File: src/rtl/counter_pkg.sv
// Shared constants and helpers for param_counter: prescaler width, direction/mode
// encodings and the load-value clamp.
package counter_pkg;

  localparam int PRESCALE_W = 16;

  localparam logic DIR_UP    = 1'b1;
  localparam logic DIR_DOWN  = 1'b0;
  localparam logic MODE_WRAP = 1'b0;
  localparam logic MODE_SAT  = 1'b1;

  function automatic logic [32:0] clamp(input logic [32:0] v, input logic [32:0] max_v);
    return (v > max_v) ? max_v : v;
  endfunction

endpackage

File: src/rtl/count_prescaler.sv
// Enable-gated prescaler: emits a one-cycle step on every PRESCALE-th enabled cycle.
// clear restarts the period; reset is synchronous active-high.
module count_prescaler
  import counter_pkg::*;
#(
  parameter int PRESCALE = 2
) (
  input  logic clk,
  input  logic reset,
  input  logic enable,
  input  logic clear,
  output logic step
);

  localparam logic [PRESCALE_W-1:0] LAST = PRESCALE_W'(PRESCALE - 1);

  logic [PRESCALE_W-1:0] pre_q, pre_d;

  assign step = enable && (pre_q == LAST);

  always_comb begin
    pre_d = pre_q;
    if (clear)       pre_d = '0;
    else if (enable) pre_d = (pre_q == LAST) ? '0 : pre_q + 1'b1;
  end

  always_ff @(posedge clk) begin
    if (reset) pre_q <= '0;
    else       pre_q <= pre_d;
  end

endmodule

File: src/rtl/param_counter.sv
// Parametrised up/down counter with load, wrap/saturate, prescaler and tc pulse.
// Optional capture port set enabled by defining PARAM_COUNTER_CAPTURE_EN.
module param_counter
  import counter_pkg::*;
#(
  parameter int              WIDTH    = 4,
  parameter longint unsigned MAX_VAL  = (64'd1 << WIDTH) - 1,
  parameter int              PRESCALE = 1
) (
  input  logic             clk,
  input  logic             reset,
  input  logic             enable,
  input  logic             dir,
  input  logic             sat_mode,
  input  logic             load,
  input  logic [WIDTH-1:0] load_val,
  output logic [WIDTH-1:0] count,
  output logic             tc,
  output logic             at_bound
`ifdef PARAM_COUNTER_CAPTURE_EN
  ,
  input  logic             capture,
  output logic [WIDTH-1:0] cap_val,
  output logic             cap_valid
`endif
);

  if (WIDTH < 1 || WIDTH > 32) begin : g_chk_width
    $error("param_counter: WIDTH must be 1..32");
  end
  if (MAX_VAL >= (64'd1 << WIDTH)) begin : g_chk_max
    $error("param_counter: MAX_VAL must be below 2**WIDTH");
  end
  if (PRESCALE < 1 || PRESCALE > 65535) begin : g_chk_pre
    $error("param_counter: PRESCALE must be 1..65535");
  end

  localparam logic [WIDTH:0] MAX_E = MAX_VAL[WIDTH:0];

  logic [WIDTH-1:0] count_q, count_d;
  logic             tc_q, tc_d;
  logic [WIDTH:0]   count_ext;
  logic             step;

  if (PRESCALE == 1) begin : g_no_pre
    assign step = enable;
  end else begin : g_pre
    count_prescaler #(.PRESCALE(PRESCALE)) u_pre (
      .clk    (clk),
      .reset  (reset),
      .enable (enable),
      .clear  (load),
      .step   (step)
    );
  end

  // Extended by one bit so +1 at MAX_VAL can never alias back into range.
  assign count_ext = {1'b0, count_q};

  always_comb begin
    count_d = count_q;
    tc_d    = 1'b0;
    if (load) begin
      count_d = WIDTH'(clamp(33'(load_val), 33'(MAX_E)));
    end else if (step) begin
      if (dir == DIR_UP) begin
        if (count_ext == MAX_E) begin
          tc_d = 1'b1;
          if (sat_mode == MODE_WRAP) count_d = '0;
        end else begin
          count_d = WIDTH'(count_ext + 1'b1);
        end
      end else begin
        if (count_ext == '0) begin
          tc_d = 1'b1;
          if (sat_mode == MODE_WRAP) count_d = WIDTH'(MAX_E);
        end else begin
          count_d = WIDTH'(count_ext - 1'b1);
        end
      end
    end
  end

  always_ff @(posedge clk) begin
    if (reset) begin
      count_q <= '0;
      tc_q    <= 1'b0;
    end else begin
      count_q <= count_d;
      tc_q    <= tc_d;
    end
  end

  assign count    = count_q;
  assign tc       = tc_q;
  assign at_bound = (dir == DIR_UP) ? (count_ext == MAX_E) : (count_q == '0);

`ifdef PARAM_COUNTER_CAPTURE_EN
  logic [WIDTH-1:0] cap_val_q, cap_val_d;
  logic             cap_valid_q, cap_valid_d;

  // Captures the pre-update count; load leaves the captured value alone.
  always_comb begin
    cap_val_d   = capture ? count_q : cap_val_q;
    cap_valid_d = cap_valid_q | capture;
  end

  always_ff @(posedge clk) begin
    if (reset) begin
      cap_val_q   <= '0;
      cap_valid_q <= 1'b0;
    end else begin
      cap_val_q   <= cap_val_d;
      cap_valid_q <= cap_valid_d;
    end
  end

  assign cap_val   = cap_val_q;
  assign cap_valid = cap_valid_q;
`endif

endmodule

File: config.mk
export PLATFORM = sky130hd
export DESIGN_NAME = param_counter
export DESIGN_NICKNAME = d
export VERILOG_FILES = /design/src/rtl/counter_pkg.sv /design/src/rtl/count_prescaler.sv /design/src/rtl/param_counter.sv
export SDC_FILE = /design/constraint.sdc
export NUM_CORES = 1
export LEC_CHECK = 0
export ABC_AREA = 1
export CAP_MARGIN = 20
export CORE_AREA = 4 4 41 43
export DETAILED_ROUTE_END_ITERATION = 16
export DIE_AREA = 0 0 45 47
export GPL_TIMING_DRIVEN = 0
export PLACE_DENSITY_LB_ADDON = 0.25
export REMOVE_ABC_BUFFERS = 1
export SETUP_SLACK_MARGIN = 0.05
export SKIP_LAST_GASP = 1
export SYNTH_ARGS = -nofsm -noshare
export SYNTH_HDL_FRONTEND = slang
export SYNTH_SLANG_ARGS = --single-unit
File: constraint.sdc
create_clock -name clk -period 2.5 [get_ports clk]
set_input_delay 0.375 -clock clk [delete_from_list [all_inputs] [get_ports clk]]
set_output_delay 0.375 -clock clk [all_outputs]
set_load 0.01 [all_outputs]
==> reports/metrics.yaml <==
placement:
  dpl-instance-area_sq_um: 603.1
  dpl.hpwl_microns: 813
  place.gp.congestion: 0.7484
  port_buffers: 15
floorplanning:
  core_area_sq_um: 1301
  die_w_microns: 45
  ios: 16
  fp.dieH_microns: 47
  rows: 13
  start_util_pct: 33.37
  dieArea_sq_um: 2115
sta:
  fin_crit_sh_pct: 90.90
  relSlewSlack_pct: 84.36
  setup-violations-final: 0
  slew_viol_final: 0
  fmax_ghz: 0.4400
  tns_ns: 0
  clock_skew_ns: 0.002405
  finalCriticalPeriod_ns: 2.273
  worst_pin_slew_ns: 0.2343
  rsz0062_at_grt: "false"
  hold_viol: 0
critical_path:
  endpoint_kind: "output pin"
  rr_startpoint: "count[0]"
  r2r_end: "count[0]"
  cp.arrival_ns: 1.90
  reg2reg_depth: 8
  path_max_fanout: 6
  criticalPathCategory: "reg -> out"
  r2r_slack_ns: 1.07
  critPathRequiredTime_ns: 2.12
  startpoint_type: "flop"
cells_and_area:
  final_area_sq_um: 631.9
  drive_gt1_share_pct: 15.05
  layout_commonest_cell: "nand2_1"
  syn2layout_area_growth_pct: 45.53
  layout_common_cells: "nand2_1, clkdlybuf4s50_1, inv_1, nor2_1"
  n_fill_cell: 147
  antenna_cells: 0
  fin_nets: 106
drt:
  drc: 0
  routedWlPerCell_microns: 9.259
  routed_wl_microns: 1000
  drtIter0Drc: 9
  antenna_left: 0
  dr_total_vias: 497
  dr.pass1.iters: 4
  via_per_inst: 4.602
worst_hold_path:
  hp-start: "count[1]"
  holdPathEnd: "count[1]"
  hold_class: "reg -> reg"
  hold_depth: 2
yosys:
  yosysTopAreaCellShare_pct: 23.34
  synthAdderAreaFrac_pct: 5.764
  synth.area.mux_share_pct: 0
  synth_compound_area_share_pct: 10.09
  netlist_instances: 74
  synth-xor-area-share_pct: 2.017
  synth_cell_types: 18
  yosys_warnings: 0
  synth_area_sq_um: 434.2
  synth.area.top_cells: "nand2_1, dfxtp_1, nor2_1, inv_1, ha_1"
  synthSimpleGateAreaFrac_pct: 49.57
  synth_top_cell_by_area: "nand2_1"
  synth_seq_area_share_pct: 23.05
  synth_seq_cells: 5
  avgSynthCellArea_sq_um: 5.867
  synth_top_family_by_area: "simple AND/OR/NAND/NOR gates"
cts:
  postCtsSetupRepairBufs: 0
  hold_buffers: 0
  clockBufferDepth: 2
  path_clk_slew_ns: 0.04
  cts_tree: "yes"
  cts_inserted_buffers: 3
  htree_levels: 1
  clkLatencyLatePin_ns: 0.24
  cts.sinks: 5
  clockRootBuffer: "clkbuf_4"
grt:
  grtUsageTotal_pct: 11.53
  first_global_vias: 486
  grt_first_pass_wirelength_microns: 1807
  antenna_found_initial: 0
  grt_max_degree: 8
  overflow: 0
power_and_ir_drop:
  power.internal_uw: 199.6
  power_density_nw_per_um2: 464.6
  switching_share_pct: 32.01
  comb_power_share_pct: 35.5
  p_leak_nw: 0.2964
  clkPwrFrac_pct: 30.9
  vdd_drop_max_mv: 0.3229
  power_frac_seq_pct: 33.6
  p_switching_uw: 93.99
run_status:
  status: "completed"
job:
  drv_cap: 0
==> registers in the layout, summed over array words and instances (netlist names) <==
| register | count |
|---|---|
| count | 4 |
| tc | 1 |
==> critical path, stage by stage, from the launching register on <==
cell and delay, ns:
dfxtp_1 0.42, ha_1 0.23, nand2_1 0.07, nor2_2 0.10
nand2_1 0.07, and2_1 0.18, inv_1 0.05, clkdlybuf4s50_1 0.52
==> power groups by stage <==
stage	sequential [mW]	clock [mW]	combinational, mW
3_5_place_dp	0.0996	0	0.104
6_report	0.0986	0.0908	0.104
2_1_floorplan	0.101	0	0.0569
3_3_place_gp	0.0998	0	0.103
4_1_cts	0.0983	0.0935	0.104
5_1_grt	0.101	0.0996	0.118
==> per-stage QoR <==
stage | power (mW) | cells | hold WS [ns] | worst slack (ns) | utilization, %
6_report | 0.2936 | 108 | 0.5569 | 0.2274 | 48.56
2_1_floorplan | 0.1577 | 74 | 0.4374 | 0.9859 | -
3_5_place_dp | 0.2032 | 104 | 0.5520 | 0.3029 | 46.35
5_1_grt | 0.3179 | 108 | 0.5810 | 0.06733 | 48.56
3_3_place_gp | 0.2029 | 104 | 0.5533 | 0.3076 | 46.35
4_1_cts | 0.2962 | 108 | 0.5622 | 0.1865 | 48.37
==> cell families after synthesis <==
family                     after synthesis
AOI/OAI and AO/OA                        8
and+or+nand+nor                         47
DFF                                      5
buffers and inverters                   11
adders and majority gates                2
xor gates and xnor gates                 1
==> timing repair <==
action                                  in CTS  in global routing
endpoints found under the setup margin       0                  1
hold endpoints to repair                     0                  0
resized for setup                            0                  1
==> worst max-delay path by stage <==
stage | startpoint | end | slack (ns) | cells after the start
2_1_floorplan | count[0] | at_bound | 0.99 | 7
3_3_place_gp | dir | at_bound | 0.31 | 6
3_5_place_dp | dir | at_bound | 0.30 | 6
4_1_cts | count[0] | at_bound | 0.19 | 8
5_1_grt | count[0] | at_bound | 0.07 | 7
6_report | count[0] | at_bound | 0.23 | 7
==> layout make-up <==
class	instances	area, sq um	area share [%]
inverters	11	41.29	6.535
well taps	15	18.77	2.970
flip-flops and latches	5	100.1	15.84
clock buffers	4	26.28	4.158
repair buffers	15	150.1	23.76
multi-input cells	58	295.3	46.73
==> synth_stat cells, drive strengths merged <==
master and number:
xor2 1, a21oi 4, or2 1, inv 11, and2 1, o21ai 4
ha 2, nand2 27, nand3b 1, nor4 1, nor2 9, dfxtp 5
nand3 7
==> metal layers <==
layer | track usage (%) | share of wire [%] | vias up | routed length [microns]
met5 | 0 | 0 | - | 0
met4 | 7.018 | 1.0 | 0 | 10
met3 | 2.299 | 4.2 | 2 | 42
met2 | 18.93 | 48 | 11 | 477
met1 | 13.86 | 47 | 212 | 469
li1 | - | - | 272 | -
Note: power is estimated with default switching activity, not from simulation.
